===== config.mk =====
export PLATFORM = sky130hd
export DESIGN_NAME = audio_clap_detector
export DESIGN_NICKNAME = d
export VERILOG_FILES = /design/src/rtl/audio_pkg.sv /design/src/rtl/sample_magnitude.sv /design/src/rtl/audio_clap_detector.sv
export SDC_FILE = /design/constraint.sdc
export NUM_CORES = 1
export LEC_CHECK = 0
export BUFFER_PORTS_ARGS = -buffer_cell sky130_fd_sc_hd__buf_2
export CORE_ASPECT_RATIO = 1.4
export CORE_UTILIZATION = 25
export DETAILED_ROUTE_END_ITERATION = 10
export SLEW_MARGIN = 20
export SYNTH_ARGS = -nofsm -noshare
export SYNTH_HDL_FRONTEND = slang
export SYNTH_SLANG_ARGS = --single-unit

===== constraint.sdc =====
create_clock -name CLOCK_50 -period 4.4 [get_ports CLOCK_50]
set_input_delay 0.22 -clock CLOCK_50 [delete_from_list [all_inputs] [get_ports CLOCK_50]]
set_output_delay 0.22 -clock CLOCK_50 [all_outputs]
set_load 0.005 [all_outputs]

===== src/rtl/audio_pkg.sv =====
// Shared types and helpers for the clap detector.
//   state_t   : detector FSM encoding (IDLE=0, ARM=1, HOLD=2, REFRACT=3)
//   STATE_W   : width of the encoded state
//   cnt_width : bits needed to hold values 0..n-1 (minimum 1)
package audio_pkg;

   localparam int STATE_W = 2;

   typedef enum logic [STATE_W-1:0] {
      IDLE    = 2'd0,
      ARM     = 2'd1,
      HOLD    = 2'd2,
      REFRACT = 2'd3
   } state_t;

   function automatic int cnt_width(input int n);
      return (n <= 2) ? 1 : $clog2(n);
   endfunction

endpackage


===== src/rtl/sample_magnitude.sv =====
// Combinational absolute value of one signed sample.
//   sample : signed DATA_WIDTH-bit PCM sample
//   mag    : unsigned DATA_WIDTH-1 magnitude; the most-negative input
//            saturates to all ones instead of wrapping to zero
module sample_magnitude #(
   parameter int DATA_WIDTH = 32
) (
   input  logic signed [DATA_WIDTH-1:0] sample,
   output logic        [DATA_WIDTH-2:0] mag
);

   localparam logic [DATA_WIDTH-2:0] ONE = (DATA_WIDTH-1)'(1);

   // For negative x the true magnitude fits in DATA_WIDTH-1 bits (except the
   // most-negative value), so negating only the low bits gives the same result.
   always_comb begin
      if (!sample[DATA_WIDTH-1]) begin
         mag = sample[DATA_WIDTH-2:0];
      end else if (sample[DATA_WIDTH-2:0] == '0) begin
         mag = '1;
      end else begin
         mag = ~sample[DATA_WIDTH-2:0] + ONE;
      end
   end

endmodule


===== src/rtl/audio_clap_detector.sv =====
// Multi-channel transient (clap) detector.
//   CLOCK_50      : system clock
//   reset         : synchronous active-high reset
//   enable        : detection enable; low forces the FSM to IDLE
//   all_mode      : 0 = any channel qualifies a frame, 1 = all channels must
//   sample_valid  : one frame on sample_data this cycle
//   sample_data   : NUM_CH packed signed samples, channel 0 in the LSBs
//   threshold     : unsigned magnitude threshold (strict greater-than)
//   clap_pulse    : one-cycle strobe on entry to HOLD
//   clap_detected : high for the hold window
//   channel_hit   : per-channel mag > threshold of the last frame
//   peak_mag      : largest magnitude since the last clap_pulse
//   clap_count    : wrapping clap counter
//   state         : FSM state for debug
//
// state   | meaning
// IDLE    | waiting for a qualifying frame
// ARM     | counting consecutive qualifying frames
// HOLD    | clap declared, clap_detected high, hits ignored
// REFRACT | lockout after hold, hits ignored
module audio_clap_detector
   import audio_pkg::*;
#(
   parameter int DATA_WIDTH      = 32,
   parameter int NUM_CH          = 2,
   parameter int MIN_HITS        = 3,
   parameter int HOLD_SAMPLES    = 4800,
   parameter int REFRACT_SAMPLES = 12000,
   parameter int COUNT_WIDTH     = 16
) (
   input  logic                         CLOCK_50,
   input  logic                         reset,
   input  logic                         enable,
   input  logic                         all_mode,
   input  logic                         sample_valid,
   input  logic [NUM_CH*DATA_WIDTH-1:0] sample_data,
   input  logic [DATA_WIDTH-2:0]        threshold,
   output logic                         clap_pulse,
   output logic                         clap_detected,
   output logic [NUM_CH-1:0]            channel_hit,
   output logic [DATA_WIDTH-2:0]        peak_mag,
   output logic [COUNT_WIDTH-1:0]       clap_count,
   output logic [STATE_W-1:0]           state
);

   localparam int MAG_W  = DATA_WIDTH - 1;
   localparam int RUN_W  = cnt_width(MIN_HITS);
   localparam int HOLD_W = cnt_width(HOLD_SAMPLES);
   localparam int REF_W  = cnt_width(REFRACT_SAMPLES);

   localparam logic [RUN_W-1:0]       RUN_ONE   = RUN_W'(1);
   localparam logic [RUN_W-1:0]       RUN_LAST  = RUN_W'((MIN_HITS > 1) ? MIN_HITS - 1 : 0);
   localparam logic [HOLD_W-1:0]      HOLD_ONE  = HOLD_W'(1);
   localparam logic [HOLD_W-1:0]      HOLD_LOAD = HOLD_W'(HOLD_SAMPLES - 1);
   localparam logic [REF_W-1:0]       REF_ONE   = REF_W'(1);
   localparam logic [REF_W-1:0]       REF_LOAD  = REF_W'((REFRACT_SAMPLES > 0) ? REFRACT_SAMPLES - 1 : 0);
   localparam logic [COUNT_WIDTH-1:0] COUNT_ONE = COUNT_WIDTH'(1);

   logic [MAG_W-1:0]  mag [NUM_CH];
   logic [NUM_CH-1:0] hit_now;
   logic [MAG_W-1:0]  max_now;
   logic              frame_hit_now;

   logic              v1;
   logic              frame_hit;
   logic [MAG_W-1:0]  frame_max;

   state_t            cur_state, nxt_state;
   logic [RUN_W-1:0]  hit_run, hit_run_nxt;
   logic [HOLD_W-1:0] hold_cnt, hold_nxt;
   logic [REF_W-1:0]  ref_cnt, ref_nxt;
   logic              det_nxt, pulse_nxt, enter_hold;
   logic [COUNT_WIDTH-1:0] count_nxt;

   for (genvar c = 0; c < NUM_CH; c++) begin : g_ch
      sample_magnitude #(.DATA_WIDTH(DATA_WIDTH)) u_mag (
         .sample (sample_data[c*DATA_WIDTH +: DATA_WIDTH]),
         .mag    (mag[c])
      );
   end

   always_comb begin
      hit_now = '0;
      max_now = '0;
      for (int c = 0; c < NUM_CH; c++) begin
         hit_now[c] = mag[c] > threshold;
         if (mag[c] > max_now) max_now = mag[c];
      end
      frame_hit_now = all_mode ? (&hit_now) : (|hit_now);
   end

   // Stage 1: registered per-frame decisions; held between frames.
   always_ff @(posedge CLOCK_50) begin
      if (reset) begin
         v1          <= 1'b0;
         channel_hit <= '0;
         frame_hit   <= 1'b0;
         frame_max   <= '0;
      end else begin
         v1 <= sample_valid;
         if (sample_valid) begin
            channel_hit <= hit_now;
            frame_hit   <= frame_hit_now;
            frame_max   <= max_now;
         end
      end
   end

   always_comb begin
      nxt_state   = cur_state;
      hit_run_nxt = hit_run;
      hold_nxt    = hold_cnt;
      ref_nxt     = ref_cnt;
      det_nxt     = clap_detected;
      pulse_nxt   = 1'b0;
      count_nxt   = clap_count;
      enter_hold  = 1'b0;
      if (!enable) begin
         nxt_state   = IDLE;
         hit_run_nxt = '0;
         hold_nxt    = '0;
         ref_nxt     = '0;
         det_nxt     = 1'b0;
      end else if (v1) begin
         case (cur_state)
            IDLE: begin
               if (frame_hit) begin
                  if (MIN_HITS == 1) begin
                     enter_hold = 1'b1;
                  end else begin
                     hit_run_nxt = RUN_ONE;
                     nxt_state   = ARM;
                  end
               end
            end
            ARM: begin
               if (frame_hit) begin
                  if (hit_run == RUN_LAST) enter_hold = 1'b1;
                  else hit_run_nxt = hit_run + RUN_ONE;
               end else begin
                  hit_run_nxt = '0;
                  nxt_state   = IDLE;
               end
            end
            HOLD: begin
               if (hold_cnt == '0) begin
                  det_nxt = 1'b0;
                  if (REFRACT_SAMPLES == 0) begin
                     nxt_state = IDLE;
                  end else begin
                     nxt_state = REFRACT;
                     ref_nxt   = REF_LOAD;
                  end
               end else begin
                  hold_nxt = hold_cnt - HOLD_ONE;
               end
            end
            REFRACT: begin
               if (ref_cnt == '0) nxt_state = IDLE;
               else ref_nxt = ref_cnt - REF_ONE;
            end
            default: nxt_state = IDLE;
         endcase
         if (enter_hold) begin
            nxt_state   = HOLD;
            hit_run_nxt = '0;
            hold_nxt    = HOLD_LOAD;
            det_nxt     = 1'b1;
            pulse_nxt   = 1'b1;
            count_nxt   = clap_count + COUNT_ONE;
         end
      end
   end

   always_ff @(posedge CLOCK_50) begin
      if (reset) begin
         cur_state     <= IDLE;
         hit_run       <= '0;
         hold_cnt      <= '0;
         ref_cnt       <= '0;
         clap_pulse    <= 1'b0;
         clap_detected <= 1'b0;
         clap_count    <= '0;
         peak_mag      <= '0;
      end else begin
         cur_state     <= nxt_state;
         hit_run       <= hit_run_nxt;
         hold_cnt      <= hold_nxt;
         ref_cnt       <= ref_nxt;
         clap_pulse    <= pulse_nxt;
         clap_detected <= det_nxt;
         clap_count    <= count_nxt;
         // The pulse frame restarts peak tracking with its own maximum.
         if (v1) begin
            if (pulse_nxt || (frame_max > peak_mag)) peak_mag <= frame_max;
         end
      end
   end

   assign state = cur_state;

endmodule


Word level (Yosys, flattened, before mapping)
Index checks and enable logic that the tools add are counted.
W data, S select, Z words.
- reductions and logical operators: 20
- multiplexer cells: 34
- multiply operators: 0
- bitwise gates (word level): 3
- shift operators: 0
- $add $sub $neg: 6
- div/mod/pow operators: 0
- order comparisons: 5
- equality and inequality tests: 12
- operators with widths (cell ; count):
    $mux W31 ; 6
    $gt A31 B31 Y1 ; 4
    $add A31 B1 Y31 const B ; 2
    $logic_not A31 Y1 ; 2
    $not A31 Y31 ; 2
    $mux W13 ; 3
    $gt A31 B1 Y1 const B ; 1
    $mux W14 ; 2
    $pmux W14 S2 ; 1
    $add A16 B1 Y16 const B ; 1
    $mux W2 ; 8
    $logic_not A14 Y1 ; 1
    $sub A14 B1 Y14 const B ; 1
    $logic_not A13 Y1 ; 1
    $sub A13 B1 Y13 const B ; 1
    $mux W1 ; 12
    $ne A3 B3 Y1 const B ; 4
    $reduce_and A3 Y1 ; 3
    $pmux W2 S4 ; 1
    $reduce_and A4 Y1 ; 2
    $eq A2 B2 Y1 const B ; 3
    $reduce_bool A2 Y1 ; 3
    $reduce_and A5 Y1 ; 1
    $ne A2 B2 Y1 const B ; 2
    other kinds (11) ; 13
- RAM bits: 0
- register bits after elaboration: 115
- logic and storage cells: 92
- latch bits: 0
- ROM bits: 0
- output and inout port bits: 53
- memories kept: 0

Longest topological paths before layout
- word-level depth: 11
- depth in mapped cells: 21

By module
From an unflattened synthesis, not the netlist that was laid out.
- cells, all modules: 1310
- area, all modules: 10052.1 µm²
- modules (own cells, without submodules) (module ; seq. area each (µm²) ; cells each ; area an instance (µm²) ; times used):
    audio_clap_detector ; 2302.2 ; 1020 ; 8205.4 ; 1
    sample_magnitude ; 0.0 ; 145 ; 923.4 ; 2

Least setup slack after synthesis
No wires, ideal clock.
- path type: input-to-reg
- start point: input port sample_data[0]
- end point: register frame_max[14]
- path slack: 96 ps
- stages: 21
- arrival: 4166 ps
- library setup time: 137 ps
- cell sequence: inv_1 -> ha_1 -> or3b_2 -> clkbuf_1 -> nor4_4 -> and3_1 -> buf_6 -> buf_6 -> o21ai_0 -> o21ai_1 -> inv_1 -> ha_1 -> nand4_1 -> a211oi_1 -> o21ai_0 -> a31oi_1 -> nor3_1 -> nor2_1 -> buf_1 -> mux2i_1 -> a211oi_1
- word-level cells in the longest chain between the ends: 8
- ends and longest elaborated chain (what ; RTL line ; source):
    start, declared ; audio_clap_detector.sv:36 ; input logic [NUM_CH*DATA_WIDTH-1:0] sample_data,
    $not A31 Y31 ; sample_magnitude.sv:22 ; mag = ~sample[DATA_WIDTH-2:0] + ONE;
    $add A31 B1 Y31 ; sample_magnitude.sv:22 ;
    $mux W31 ; sample_magnitude.sv:19 ; end else if (sample[DATA_WIDTH-2:0] == '0) begin
    $mux W31 * ; sample_magnitude.sv:17 ; if (!sample[DATA_WIDTH-1]) begin
    $gt A31 B1 Y1 ; audio_clap_detector.sv:87 ; if (mag[c] > max_now) max_now = mag[c];
    $mux W31 * ; audio_clap_detector.sv:87 ;
    $gt A31 B31 Y1 ; audio_clap_detector.sv:87 ;
    $mux W31 * ; audio_clap_detector.sv:87 ;
    end signal, assigned ; audio_clap_detector.sv:104 ; frame_max <= max_now;
    end, declared ; audio_clap_detector.sv:66 ; logic [MAG_W-1:0] frame_max;
Every way passes the cells marked *; elsewhere a longest branch is shown, timed or not.
A chain may end at the register's enable or synchronous reset.

Worst setup path in the final report
- start point: input port sample_data[0]
- end point: register frame_max[12]
The elaborated chain is that of the path after synthesis.

==> results by group <==
Power
  – VDD IR-drop max: about 240 uV
  – Pwr dens: between 200 and 300 mW/mm^2
  – Logic gate share of total power: 27.3%
  – Pleak: between 5 and 6 nW
  – Sw Share: between 30 and 40%
  – Int Power: roughly 0.0024 W
  – Sequential share of power: 32.4%
  – Clk pwr share: approximately two fifths
  – Switch Pwr: roughly 0.0010 W

CTS
  – Clk_lat worst skew: about 0.41 ns
  – Setup bufs post-CTS: 0
  – TritonCTS clock tree: built
  – Clock-pin slew on the worst setup and hold paths: 0.06 ns
  – Post-CTS Hold Buffers: 0
  – Root buffer cell: clkbuf_16
  – Clock Tree Buf Depth: 2
  – Sink Count: ~120
  – H-tree Lvls: 4
  – CTS buffer count: 17

Floorplan
  – Placeable Area: 0.03839 sq mm
  – Die width: between 150 and 200 microns
  – DIE AREA: ~0.040 sq mm
  – Initial Util: 25.37%
  – I/O pins: 153
  – Die height: between 200 and 250 microns
  – FP Rows: between 80 and 90

Finish
  – Filler cells: 4107
  – Storage cell area: ~0.0023 sq mm
  – Final instance area: between 0.01 and 0.015 sq mm
  – Layout net count: 1733
  – Footprint of the multi-input gates: between 0.006 and 0.007 sq mm
  – Finished Layout Cells: between 2000 and 2500
  – Layout area overhead: 28.57%
  – Share of post-route cells with drive strength above 1: between 20% and 30%

Timing
  – Max Clock Freq: roughly 240 MHz
  – RSZ-0062 raised after global routing: false
  – Final slew viol count: 0
  – Final min period: between 4 and 5 ns
  – Final hold violations: 0
  – Period Utilization, post-route: approximately 94%
  – Final setup fails: 0
  – Tightest Pin Transition: a little over 1 ns
  – Max_slew headroom: 32.85%
  – Final Skew: 0.01117 ns

Global route
  – First-pass GRT wire length: about 50 mm
  – Gr ovfl total: 0
  – Largest net degree at the start of global routing: 84
  – Tot GR Track Use: between 10% and 20%
  – Initial antenna violation count: 7
  – Vias in the first global route: ~9700

Worst setup path
  – CP Capture Type: register
  – CP Max Fanout: 16
  – Worst setup SP type: primary input
  – Arr. time, crit path: 4.40 ns
  – Worst endpoint required time: approximately 4.7 ns
  – Setup Crit Path Kind: in2reg

Run status
  – Status: completed

Routing
  – Post-route ant nets: 0
  – Iter 0 DRT Violations: roughly 550
  – Avg WL per Cell: approximately 15 microns
  – Vias: between 10000 and 15000
  – Vias per std cell: 4.916
  – Drt pass-1 iters: 5
  – Final WL: 31.26 mm
  – DR DRC count: 0

Placed design
  – Routability Congestion: 0.9196
  – Placed instance count: 2006
  – DP HPWL: 26.10 mm
  – IO Port Bufs: around 150
  – Post-DP Area: 0.01191 sq mm

Logic synthesis
  – Post-synthesis register bit count: 115
  – Post-synth EDFFs: 0
  – Synth unique cells: 75
  – Synth async-reset ratio: 0%
  – Syn Area/Cell: 7.748 sq um
  – Ys flop type: dfxtp_1
  – Mapped Nets: between 1000 and 1500
  – Yosys warning total: 0
  – Seq/Total Area, Yosys: 23.64%
  – Post-Synthesis Cells: about 1300
  – Syn Std Cell Area: ~0.0097 sq mm

Min path
  – HP Class: in2reg

Flow run
  – Max Cap Viol: 0
[state kept, by name (all words and copies together), names as in the netlist]
signal / count
channel_hit: 2
clap_count: 16
clap_detected: 1
clap_pulse: 1
frame_hit: 1
frame_max: 31
hit_run: 2
hold_cnt: 13
peak_mag: 31
ref_cnt: 14
state: 2
v1: 1
[cells in the final DEF, fill, tap and decap left out, types with 19 or more instances in the layout]
master / Yosys / routed
dfxtp_1: 115 / 115
nor2_1: 145 / 144
nor4_1: 20 / 20
buf_2: 5 / 151
o21ai_0: 78 / 77
or3_1: 28 / 28
nand2_1: 94 / 94
or4_1: 19 / 19
nand4_1: 23 / 23
buf_4: 1 / 123
mux2i_1: 63 / 63
a31oi_1: 23 / 23
ha_1: 130 / 130
a21oi_1: 92 / 92
inv_1: 116 / 116
a211oi_1: 37 / 36
nand3_1: 24 / 24
[power groups by stage]
stage	sequential (W)	combinational, W	clock, W
2_1_floorplan	0.00114	0.000574	0
3_3_place_gp	0.00115	0.000922	0
3_5_place_dp	0.00115	0.000944	0
4_1_cts	0.00113	0.000948	0.00143
5_1_grt	0.00113	0.00107	0.00148
6_report	0.00113	0.000946	0.00140
[timing repair]
item	CTS	global route
setup endpoints to repair	0	31
hold endpoints to repair	0	0
gates resized for setup	0	6
[critical path, cell delays in order]
cell,delay (ns)
buf_2,0.11
inv_1,0.07
ha_1,0.16
or3b_2,0.50
nor4_4,0.25
buf_4,0.20
and3_2,0.27
buf_4,0.19
o21ai_0,0.09
o21ai_1,0.28
inv_1,0.09
ha_1,0.32
nand4_1,0.12
a211oi_1,0.24
o21ai_1,0.10
a31oi_1,0.30
nor3_2,0.11
nor2_4,0.19
buf_12,0.19
mux2i_1,0.28
a211oi_1,0.11
[synthesized netlist by cell type (4+ instances only)]
library cell,n,share of area (%)
o21ai_2,6,0.54
nor2_1,145,5.6
nand3b_1,4,0.31
a311oi_1,5,0.45
nand3_1,24,1.2
or4_1,19,1.5
a21o_1,5,0.39
o311ai_0,6,0.54
xnor2_1,17,1.5
a21oi_1,92,4.7
nand2_1,94,3.6
o211ai_1,5,0.39
nand4_1,23,1.5
o31ai_1,7,0.54
ha_1,130,17
a31oi_1,23,1.5
or2_2,5,0.32
nor4_1,20,1.3
clkbuf_1,39,1.5
mux2i_1,63,6.5
dfxtp_1,115,24
o21ai_0,78,4.0
buf_2,5,0.26
or3_1,28,1.8
o21ai_1,4,0.21
nor3_1,19,0.98
and3_1,8,0.51
nand2b_1,7,0.45
a211oi_1,37,2.9
nor2b_1,12,0.77
o41ai_1,6,0.54
o21a_1,12,0.93
and2_1,5,0.32
xor2_1,14,1.3
inv_1,116,4.5
[metrics by stage]
step	power [W]	TNS, ns	hold WS (ns)	utilization, %	setup WS [ns]
3_5_place_dp	0.002091	-6.182	0.4828	31.01	-0.3069
4_1_cts	0.003504	0	0.1200	32.54	0.1289
3_3_place_gp	0.002067	-3.243	0.4678	31.01	-0.2689
6_report	0.003468	0	0.1368	32.62	0.2486
5_1_grt	0.003680	0	0.1583	32.60	0.008241
2_1_floorplan	0.001710	0	0.3001	-	0.09625
[layer usage]
metal / track usage [%] / up-vias / part of all wire, %
met2: 28.68 / 282 / 49
met1: 18.95 / 4626 / 43
li1: - / 5063 / -
met4: 5.592 / 8 / 2.3
met3: 2.135 / 55 / 4.8
met5: 0 / - / 0.16
[cells by family (layout without fill, tap and decap cells)]
family                     after synthesis  count (layout)  share of synthesized area (%)
AOI/OAI and AO/OA                      317             317                          20.86
xor gates and xnor gates                31              31                          2.788
adders and majority gates              130             130                          16.70
buffers and inverters                  167             426                          7.040
DFF                                    115             115                          23.64
muxes                                   65              65                          6.706
other                                    0               3                              0
and+or+nand+nor                        432             432                          22.26
[final cells by class]
| type | count | share of cell area, % |
|---|---|---|
| clock buffer | 22 | 3.627 |
| clock inverter | 10 | 1.059 |
| inverter | 116 | 3.477 |
| sequential | 115 | 18.39 |
| antenna | 3 | 0.05995 |
| timing repair buffer | 278 | 14.05 |
| tap | 522 | 5.216 |
| multi-input combinational | 975 | 54.13 |
[final timing paths]
path / from / endpoint / slack (ns) / cells after the start
worst max-delay path: sample_data[0] / frame_max[12]$_SDFFE_PP0P_ / 0.25 / 21
worst min-delay path: all_mode / frame_hit$_SDFFE_PP0P_ / 0.14 / 4
worst max register to register: peak_mag[29]$_SDFFE_PP0P_ / peak_mag[12]$_SDFFE_PP0P_ / 0.97 / 11
worst min register to register: clap_count[10]$_SDFFE_PP0P_ / clap_count[10]$_SDFFE_PP0P_ / 0.49 / 2
Note: power is estimated with default switching activity, not from simulation.
